[src/rtl/sm83_pkg.sv]
// Shared defaults and vector types for the SM83 cycle sequencer.
package sm83_pkg;

    localparam int SM83_T_STATES = 4;
    localparam int SM83_M_CYCLES = 6;
    localparam int SM83_MCOUNT_W = $clog2(SM83_M_CYCLES);

    typedef logic [SM83_M_CYCLES-1:0] mcyc_t;
    typedef logic [SM83_T_STATES-1:0] tstate_t;
    typedef logic [SM83_MCOUNT_W-1:0] mcount_t;

    // Execution modes; bit 0 is the reset-mode flag, bit 1 the halt flag.
    localparam logic [1:0] MODE_RUN  = 2'b00;
    localparam logic [1:0] MODE_RST  = 2'b01;
    localparam logic [1:0] MODE_HALT = 2'b10;

endpackage

[src/rtl/sm83_onehot_ring.sv]
// One-hot rotator with enable and synchronous load back to bit 0.
module sm83_onehot_ring
    import sm83_pkg::*;
#(
    parameter int W = SM83_T_STATES
) (
    input  logic         clk,
    input  logic         reset,
    input  logic         en,
    input  logic         load,
    output logic [W-1:0] q
);

    always_ff @(posedge clk) begin
        if (reset) begin
            q <= W'(1);
        end else if (load) begin
            q <= W'(1);
        end else if (en) begin
            q <= {q[W-2:0], q[W-1]};
        end
    end

endmodule

[src/rtl/sm83_cycle_seq.sv]
// SM83 M-cycle / T-state sequencer with halt/wake handling and overrun detection.
// Wait-state stretching is built only when SM83_SEQ_WAIT_EN is defined.
//
// mode      | meaning
// MODE_RST  | first instruction after reset (in_rst=1)
// MODE_RUN  | normal execution
// MODE_HALT | halted, m pinned to M1 until wake at T_LAST
module sm83_cycle_seq
    import sm83_pkg::*;
#(
    parameter int T_STATES = SM83_T_STATES,
    parameter int M_CYCLES = SM83_M_CYCLES,
    parameter int T_WAIT   = 1
) (
    input  logic                        clk,
    input  logic                        reset,
    input  logic                        set_m1,
    input  logic                        wait_req,
    input  logic                        halt_req,
    input  logic                        wake,
    output logic [M_CYCLES-1:0]         m,
    output logic [T_STATES-1:0]         t,
    output logic [$clog2(M_CYCLES)-1:0] mcount,
    output logic                        phi,
    output logic                        in_rst,
    output logic                        in_halt,
    output logic                        overrun
);

    localparam int MW = $clog2(M_CYCLES);

    logic       stall;
    logic       t_last;
    logic       m_step;
    logic       m_load;
    logic       phi_next;
    logic [1:0] mode;

    assign t_last = t[T_STATES-1];

`ifdef SM83_SEQ_WAIT_EN
    assign stall = t[T_WAIT] & wait_req;
`else
    logic unused_wait_req;
    assign unused_wait_req = wait_req;
    assign stall = 1'b0;
`endif

    assign m_step = t_last & ~stall;
    assign m_load = m_step & (in_halt | set_m1);

    sm83_onehot_ring #(.W(T_STATES)) u_t_ring (
        .clk   (clk),
        .reset (reset),
        .en    (~stall),
        .load  (1'b0),
        .q     (t)
    );

    sm83_onehot_ring #(.W(M_CYCLES)) u_m_ring (
        .clk   (clk),
        .reset (reset),
        .en    (m_step),
        .load  (m_load),
        .q     (m)
    );

    // phi of the T-state the ring rotates into: T_LAST wraps to T1 (phi=1).
    always_comb begin
        phi_next = t[T_STATES-1];
        for (int i = 0; i < T_STATES/2 - 1; i++) begin
            phi_next = phi_next | t[i];
        end
    end

    always_ff @(posedge clk) begin
        if (reset) begin
            mcount  <= '0;
            phi     <= 1'b1;
            mode    <= MODE_RST;
            overrun <= 1'b0;
        end else if (!stall) begin
            phi <= phi_next;
            if (t_last) begin
                if (m_load || m[M_CYCLES-1]) begin
                    mcount <= '0;
                end else begin
                    mcount <= mcount + MW'(1);
                end

                if (!in_halt && !set_m1 && m[M_CYCLES-1]) begin
                    overrun <= 1'b1;
                end

                // wake outranks halt_req; set_m1 is ignored while halted
                if (in_halt) begin
                    if (wake) begin
                        mode <= MODE_RUN;
                    end
                end else if (set_m1) begin
                    mode <= (halt_req && !wake) ? MODE_HALT : MODE_RUN;
                end
            end
        end
    end

    assign in_rst  = mode[0];
    assign in_halt = mode[1];

endmodule

[config.mk]
export PLATFORM = sky130hd
export DESIGN_NAME = sm83_cycle_seq
export DESIGN_NICKNAME = d
export VERILOG_FILES = /design/src/rtl/sm83_pkg.sv /design/src/rtl/sm83_onehot_ring.sv /design/src/rtl/sm83_cycle_seq.sv
export SDC_FILE = /design/constraint.sdc
export NUM_CORES = 1
export LEC_CHECK = 0
export CAP_MARGIN = 20
export CELL_PAD_IN_SITES_DETAIL_PLACEMENT = 0
export CELL_PAD_IN_SITES_GLOBAL_PLACEMENT = 1
export CORE_MARGIN = 2
export CORE_UTILIZATION = 28
export DETAILED_ROUTE_END_ITERATION = 12
export PLACE_DENSITY = 0.77
export SLEW_MARGIN = 5
export SYNTH_ARGS = -nofsm -noshare
export SYNTH_HDL_FRONTEND = slang
export SYNTH_SLANG_ARGS = --single-unit
[constraint.sdc]
create_clock -name clk -period 1 [get_ports clk]
set_input_delay 0.2 -clock clk [delete_from_list [all_inputs] [get_ports clk]]
set_output_delay 0.2 -clock clk [all_outputs]
set_load 0.05 [all_outputs]
### Word level (Yosys, flattened, before mapping)

Cells that the tools add are included.

* bits of input ports: 6
* bits in registers: 17

* add/sub/neg operators: 1
* eq/ne operators: 1
* bitwise logic cells: 3
* muxes and demuxes: 5
* reductions and logical operators: 11

Operators by type and width (number)
* $mux W2: 4
* $add A3 B1 Y3 const B: 1
* $logic_and A1 B1 Y1: 3
* $logic_not A1 Y1: 3
* $mux W3: 1
* $reduce_and A3 Y1: 1
* $ne A2 B2 Y1 const B: 1
* $or A1 B1 Y1: 2
* $reduce_and A2 Y1: 1
* $reduce_bool A2 Y1: 1
* $reduce_or A2 Y1: 1
* $and A1 B1 Y1: 1
* $logic_or A1 B1 Y1: 1

### Logic depth before layout (Yosys ltp)

Gate-level depths: netlist (run 1).

* depth after elaboration: 5
* mapped depth: 4
* gate-level depth less buffers: 4

### Hierarchy

A second synthesis (run 1) with hierarchy kept.

* cell total of the unflattened synthesis: 64
* area total of the unflattened synthesis: 664.4 um2

Modules (own cells, without submodules)
* sm83_cycle_seq: area an instance 296.5 um2, instances 1, cells an instance 29, seq. area each 140.1 um2
* sm83_onehot_ring at u_m_ring: area an instance 220.2 um2, instances 1, cells an instance 21, seq. area each 120.1 um2
* sm83_onehot_ring at u_t_ring: area an instance 147.6 um2, instances 1, cells an instance 14, seq. area each 80.1 um2

### Worst setup path after synthesis (run 1)

No wires, ideal clock.

* kind: flip-flop to flip-flop
* start point: reg mode[1]
* end point: reg mode[0]
* stages on the path, launching flop included: 4
* arrival: 1.218 ns
* setup slack: -0.277 ns
* path through: dfxtp_1 mux2_1 nand2_1 a21o_1

* word-level cells in the longest chain between the ends: 2
* elaborated cells between the ends (all ways): 4

RTL lines
* start, declared: RTL line sm83_cycle_seq.sv:37 `logic [1:0] mode;`
* start signal, assigned: RTL line sm83_cycle_seq.sv:101 `mode <= (halt_req && !wake) ? MODE_HALT : MODE_RUN;`
* $ne A2 B2 Y1 (no line) / $reduce_bool A2 Y1 (equally long branches)
* $reduce_and A3 Y1 (no line)

Several ways; a longest one is shown, not always the timed one.
A chain may end at the register's enable or synchronous reset.

### Worst setup path after layout (run 1)

* start point: reg u_t_ring.q[3]
* end point: reg u_m_ring.q[0]

* word-level cells in the longest chain between the ends: 2

RTL lines
* start, declared: RTL line sm83_onehot_ring.sv:11 `output logic [W-1:0] q`
* start signal, assigned: RTL line sm83_onehot_ring.sv:20 `q <= {q[W-2:0], q[W-1]};`
* $and A1 B1 Y1: RTL line sm83_cycle_seq.sv:50 `assign m_load = m_step & (in_halt | set_m1);`
* $reduce_or A2 Y1 (no line)
* end signal, assigned: RTL line sm83_onehot_ring.sv:20
* end, declared: RTL line sm83_onehot_ring.sv:11

Several ways; a longest one is shown, not always the timed one.

==> results of run 1 <==
cell families after synthesis:
logic type               Yosys count  share of synthesized area
AO/OA/AOI/OAI                      9                     0.0959
buffers and inverters              4                     0.0470
adder cells (fa/ha/maj)            1                     0.0196
flip-flops                        17                      0.532
multiplexers                       6                     0.0959
AND/OR/NAND/NOR                   25                      0.209
worst min-delay path by stage:
stage	startpoint	end	slack (ns)	depth (start not counted)
final	wake	mode[1]$_SDFFE_PP0P_	0.47	2
after global routing	wake	mode[1]$_SDFFE_PP0P_	0.46	2
after CTS	wake	mode[1]$_SDFFE_PP0P_	0.46	2
after detailed placement	u_t_ring.q[1]$_SDFF_PP0_	u_t_ring.q[2]$_SDFF_PP0_	0.50	1
after global placement	u_t_ring.q[1]$_SDFF_PP0_	u_t_ring.q[2]$_SDFF_PP0_	0.49	1
after floorplan	wake	mode[1]$_SDFFE_PP0P_	0.29	1
per-layer routing:
metal	GRT usage	vias up	part of all wire
li1	-	291	-
met1	0.174	279	0.39
met2	0.261	16	0.55
met3	0.0374	7	0.030
met4	0.0877	0	0.030
met5	0	-	0
registers in the layout, summed over array words and instances, names as in the netlist:
| name | count |
|---|---|
| phi | 1 |
| u_t_ring.q | 4 |
| mode | 2 |
| u_m_ring.q | 6 |
| mcount | 3 |
| overrun | 1 |
power breakdown:
group	leakage [uW]	switching [uW]	internal [uW]	total [uW]
sequential	0.000146	18.3	675	693
clock	0.0000150	218	155	374
combinational	0.000364	114	141	255
total	0.000525	350	972	1320
synthesized netlist by cell type (all sizes together) (2+ instances only):
| master | n | area share |
|---|---|---|
| a31oi | 3 | 0.029 |
| buf | 3 | 0.041 |
| nor2b | 4 | 0.039 |
| mux2i | 5 | 0.078 |
| nand2 | 2 | 0.012 |
| a21oi | 2 | 0.016 |
| nor2 | 9 | 0.053 |
| nand3 | 2 | 0.023 |
| nand2b | 4 | 0.043 |
| dfxtp | 17 | 0.53 |
area by class of cell:
class                   count  area (um2)  share of cell area
flip-flops and latches     17         384               0.285
clock buffers               4        26.3              0.0195
well taps                  28        35.0              0.0260
multi-input cells          41         298               0.221
repair buffers             40         603               0.448
timing repair:
item | CTS | global route
buffers inserted | 11 | 1
endpoints found under the setup margin | 20 | 29
pin swaps | 2 | 3
cloned | 1 | 0
resized for setup | 21 | 6
hold endpoints to repair | 0 | 0
stage by stage:
step	setup TNS, ns	instances	total power (uW)	hold WS (ns)	cell area (um2)
after floorplan	0	62	818	0.290	671
after global placement	-3.74	113	933	0.493	1110
after detailed placement	-4.03	113	935	0.498	1110
after CTS	-0.720	129	1330	0.465	1320
after global routing	-1.80	130	1390	0.464	1350
final	-0.789	130	1320	0.467	1350
==> metrics.cfg, run 1 <==
[run_status]
outcome=finished with violations
violations=setup timing

[worst_setup_path]
r2r-start=u_t_ring.q[3]$_SDFF_PP0_
critPathArrivalTime_ns=1.29
cp.required_ns=1.18
cp_top_family=flip-flops
r2r_slack_ns=-0.11
r2r_cells=5
endpoint_kind=register
path_buf_inv=2
endpoint=u_m_ring.q[0]$_SDFFE_PP1P_
cp-start-kind=register
crit_start=u_t_ring.q[3]$_SDFF_PP0_
path_max_fanout=6
crit_top_cell=buf_12
critPathSlowestCell=dfxtp_2
path_cells=buf_12 > buf_12 > o21ai_4 > nand2b_4 > a211o_1
critPathMaxStageDelay_ns=0.35
cp_num_cells=5
critPathKind=register to register
r2r_end=u_m_ring.q[0]$_SDFFE_PP1P_

[job]
cap_viol_max_count=0

[layout]
num-nets-final=110
postLayoutCoreUtil=0.615
area_delta_synth_final_pct=111
mostFrequentLayoutCell=buf_12
drive_gt1_frac=0.608
fill_cells=170
antennaDiodeCount=0
final_cell_mix=buf_12 (20), buf_4 (10), dfxtp_4 (9)

[floorplan]
die_w_um=51.8
top_level_ports=23
rows=17
die_y_um=51.8
core_um2=2190
initial_core_util=0.292
die-area_um2=2680

[global_routing]
grt_pass1_wl_um=2880
grt_overflow_total=0
grt_pass1_vias=619
grt_antenna_before_repair=0
grt_use_total=0.154
grt_max_degree=11

[synth]
avgSynthCellArea_um2=10.3
syn_inst=62
ys_seq_area_frac=0.532
ys_types=24
synthFlopType=dfxtp_1
synth_area_um2=639
yosysWarnings=0
syn_nets=69
ys_seq_elements=17
async_flop_share=0
synth_edf_count=0

[clock_tree]
cts.sinks=17
clockBufferDepth=2
cts_made_buffers=3
cts_tree=done
cts.clk_slew.worst_paths_ns=0.10
ctsHoldBuffers=0
clk_latency_ns=0.29
htreeDepth=1
root_buffer=clkbuf_4

[routing]
dr.pass1.iters=4
vias_per_cell=4.56
wl_per_cell_um=14.0
vias=593
ant_nets=0
drt_iter0_drc=5
finalWirelength_um=1810
drc_errors=0

[pwr]
irDropWorstVdd_mv=0.583
power.leakage_uw=0.000525
p_per_area_nw_per_um2=982

[sta]
hold_viol=0
max_slew_margin=0.785
post-route-min-period_ns=1.11
setup_viol=17
tightest_slew_ns=0.322
fin_ws_ns=-0.112
slew_violations=0
skew_ns=0.00468
fin_crit_sh=1.11
rsz0062_at_grt=true
max_freq_mhz=900

[placed_design]
pre_cts_slack_ns=-0.351
hpwl_um=1020
place.gp.congestion=0.715
port_buffers=21

[hold_path]
holdCritPathClass=input pin to register

Power figures use the tool's default switching activity.
==> inputs of run 2 (changes only) <==
--- a/config.mk
+++ b/config.mk
@@ -5,13 +5,14 @@
 export SDC_FILE = /design/constraint.sdc
 export NUM_CORES = 1
 export LEC_CHECK = 0
+export ABC_AREA = 1
 export CAP_MARGIN = 20
 export CELL_PAD_IN_SITES_DETAIL_PLACEMENT = 0
 export CELL_PAD_IN_SITES_GLOBAL_PLACEMENT = 1
 export CORE_MARGIN = 2
-export CORE_UTILIZATION = 28
+export CORE_UTILIZATION = 26
 export DETAILED_ROUTE_END_ITERATION = 12
-export PLACE_DENSITY = 0.77
+export PLACE_DENSITY = 0.76
 export SLEW_MARGIN = 5
 export SYNTH_ARGS = -nofsm -noshare
 export SYNTH_HDL_FRONTEND = slang
==> run 2 against run 1 <==
Effect of this change: critical path depth is 3 lower; first-iteration DRC count is 40% higher; core utilization is 8.6 points lower; the run still ends with setup timing left; global-route usage is 3.5 points lower; synthesized cell count is 37% higher; hold slack worse by 0.030 ns; die area is 8.8% higher; total power is 2.9% lower; sequential power is 0.7% higher; sequential share of layout area is 0.94 points higher; register-to-register slack better by 0.14 ns.
==> metrics.cfg, run 2 <==
[run_status]
outcome=finished with violations  ; unchanged
violations=setup timing  ; unchanged

[synth]
synth.most_common_cell=nand2_1  ; was dfxtp_1
synth_largest_area_cell=dfxtp_1  ; unchanged
ys_types=13  ; was 24
synth_common_cells=nand2_1 (20), dfxtp_1 (17), nor2_1 (17), inv_1 (13), nand3_1 (6)  ; was dfxtp_1 (17), nor2_1 (9), mux2i_1 (5), nor2b_1 (4)
ys_seq_elements=17  ; unchanged
synth_edf_count=0  ; unchanged
yosys.area_share.simple=0.279  ; was 0.209
yosys.area_share.adder=0.0192  ; was 0.0196
syn_nets=92  ; was 69
synth-compound-area-share=0.0750  ; was 0.0959
synth_area_um2=651  ; was 639 um2
synth_xor_area_frac=0  ; unchanged
async_flop_share=0  ; unchanged
syn_inst=85  ; was 62
ys_seq_area_frac=0.523  ; was 0.532
synthFlopType=dfxtp_1  ; unchanged
synthMuxAreaShare=0  ; was 0.0959
ys_top_cells_by_area=dfxtp_1 (52%), nand2_1 (12%), nor2_1 (9.8%)  ; was dfxtp_1 (53%), mux2i_1 (7.8%), nor2_1 (5.3%)
yosysTopAreaCellShare=0.523  ; was 0.532
yosysWarnings=0  ; unchanged
synth_top_family_by_area=simple AND/OR/NAND/NOR gates  ; unchanged
avgSynthCellArea_um2=7.65  ; was 10.3 um2

[worst_setup_path]
r2r_slack_ns=0.03  ; was -0.11 ns
cp-start-kind=register  ; unchanged
critPathKind=register to output pin  ; was register to register
r2r-start=u_t_ring.q[3]$_SDFF_PP0_  ; unchanged
path_max_fanout=2  ; was 6
r2r_cells=5  ; unchanged
cp.required_ns=0.80  ; was 1.18 ns
r2r_end=u_m_ring.q[4]$_SDFFE_PP0P_  ; was u_m_ring.q[0]$_SDFFE_PP1P_
critPathArrivalTime_ns=0.86  ; was 1.29 ns
endpoint_kind=output pin  ; was register

[hold_path]
hold_end=u_t_ring.q[2]$_SDFF_PP0_  ; was mode[1]$_SDFFE_PP0P_
holdPathStages=2  ; unchanged
holdCritPathClass=register to register  ; was input pin to register
hold_path_startpoint=u_t_ring.q[1]$_SDFF_PP0_  ; was wake

[global_routing]
grt_pass1_wl_um=2420  ; was 2880 um
grt_pass1_vias=603  ; was 619
grt_use_total=0.118  ; was 0.154
grt_overflow_total=0  ; unchanged
grt_max_degree=11  ; unchanged
grt_antenna_before_repair=0  ; unchanged

[routing]
drt_iter0_drc=7  ; was 5
ant_nets=0  ; unchanged
finalWirelength_um=1490  ; was 1810 um
vias_per_cell=4.14  ; was 4.56
vias=638  ; was 593
wl_per_cell_um=9.65  ; was 14.0 um
dr.pass1.iters=2  ; was 4
drc_errors=0  ; unchanged

[sta]
slew_violations=0  ; unchanged
max_freq_mhz=939  ; was 900 MHz
skew_ns=0.0123  ; was 0.00468 ns
rsz0062_at_grt=true  ; unchanged
max_slew_margin=0.848  ; was 0.785
fin_ws_ns=-0.0647  ; was -0.112 ns
setup_viol=4  ; was 17
tightest_slew_ns=0.228  ; was 0.322 ns
hold_viol=0  ; unchanged
post-route-min-period_ns=1.06  ; was 1.11 ns
fin_crit_sh=1.06  ; was 1.11
finalSetupTns_ns=-0.0783  ; was -0.789 ns

[layout]
antennaDiodeCount=0  ; unchanged
postLayoutCoreUtil=0.529  ; was 0.615
num-nets-final=132  ; was 110
area_delta_synth_final_pct=97.7  ; was 111%
top_regs=u_m_ring.q: 6 flops, u_t_ring.q: 4 flops, mcount: 3 flops  ; unchanged
final_cell_mix=nand2_1 (19), buf_12 (17), nor2_1 (16)  ; was buf_12 (20), buf_4 (10), dfxtp_4 (9)
drive_gt1_frac=0.508  ; was 0.608
top_register=u_m_ring.q  ; unchanged
mostFrequentLayoutCell=nand2_1  ; was buf_12
largest_reg_flops=6  ; unchanged
stdcell_area_um2=1290  ; was 1350 um2

[clock_tree]
clk_latency_ns=0.28  ; was 0.29 ns
root_buffer=clkbuf_4  ; unchanged
cts.clk_slew.worst_paths_ns=0.10  ; about the same
cts_tree=done  ; unchanged
clockBufferDepth=2  ; unchanged
cts.sinks=17  ; unchanged
cts_made_buffers=3  ; unchanged
htreeDepth=1  ; unchanged

[pwr]
p_per_area_nw_per_um2=998  ; was 982 nW/um2
irDropWorstVdd_mv=0.700  ; was 0.583 mV
total_power_uw=1280  ; was 1320 uW
power.leakage_uw=0.000574  ; was 0.000525 uW

[floorplan]
die-area_um2=2920  ; was 2680 um2
rows=18  ; was 17
top_level_ports=23  ; unchanged
die_y_um=54.0  ; was 51.8 um
die_w_um=54.0  ; was 51.8 um
initial_core_util=0.267  ; was 0.292
core_um2=2430  ; was 2190 um2

[placed_design]
place.gp.congestion=0.736  ; was 0.715
hpwl_um=1040  ; was 1020 um
port_buffers=21  ; unchanged
placed_area_um2=1100  ; was 1110 um2
pre_cts_slack_ns=-0.239  ; was -0.351 ns

[job]
cap_viol_max_count=0  ; unchanged

[run 2: cell types whose count changed in the layout (fill, tap and decap cells not counted), sizes merged, moves of 5 or more]
cell | previous run | this run
nand2 | 2 | 21
inv | 0 | 13
nor2 | 9 | 17
mux2i | 5 | 0
[run 2: worst max path at each step]
stage,startpoint,end,slack (ns),depth (start not counted)
floorplan,mcount[2]$_SDFFE_PP0P_,mcount[2]$_SDFFE_PP0P_,0.005,5
global placement,reset,u_m_ring.q[2]$_SDFFE_PP0P_,-0.22,4
detailed placement,reset,u_m_ring.q[4]$_SDFFE_PP0P_,-0.24,4
CTS,u_t_ring.q[3]$_SDFF_PP0_,t[3],-0.08,2
global route,u_t_ring.q[3]$_SDFF_PP0_,t[3],-0.11,2
finish,u_t_ring.q[3]$_SDFF_PP0_,t[3],-0.06,2
[run 2: metrics by stage]
stage          instances  hold slack (ns)
6_report             154            0.437
5_1_grt              154            0.462
4_1_cts              151            0.452
3_5_place_dp         139            0.458
3_3_place_gp         139            0.453
2_1_floorplan         85            0.272
[run 2: timing repair]
action                                  CTS  global route
endpoints found under the setup margin   19            25
buffers inserted                          8             2
gates resized for setup                  24             9
gates cloned                              0             1
hold buffers                              0             0
[run 2: kinds of logic after synthesis]
family                   Yosys count
adder cells (fa/ha/maj)            1
flip-flops                        17
buffers and inverters             15
AO/OA/AOI/OAI                      7
AND/OR/NAND/NOR                   45
[run 2: critical path: stages, from the launching register on]
cell	delay, ns
dfxtp_2	0.34
buf_6	0.12
buf_12	0.14
[run 2: report_power, final]
part	switching, uW	internal, uW
clock network	205	148
registers	17.9	680
logic	115	118
[run 2: layout make-up]
class,count,area (um2)
clock inverter,1,5.00
clock buffer,3,22.5
tap,30,37.5
inverter,13,48.8
timing repair buffer,37,529
sequential,17,379
multi-input combinational,53,264
fill,224,1150
[run 2: layer usage]
metal,track usage,part of all wire
met5,0,0
met4,0.0875,0.018
met3,0.0250,0.037
met2,0.195,0.49
met1,0.133,0.45
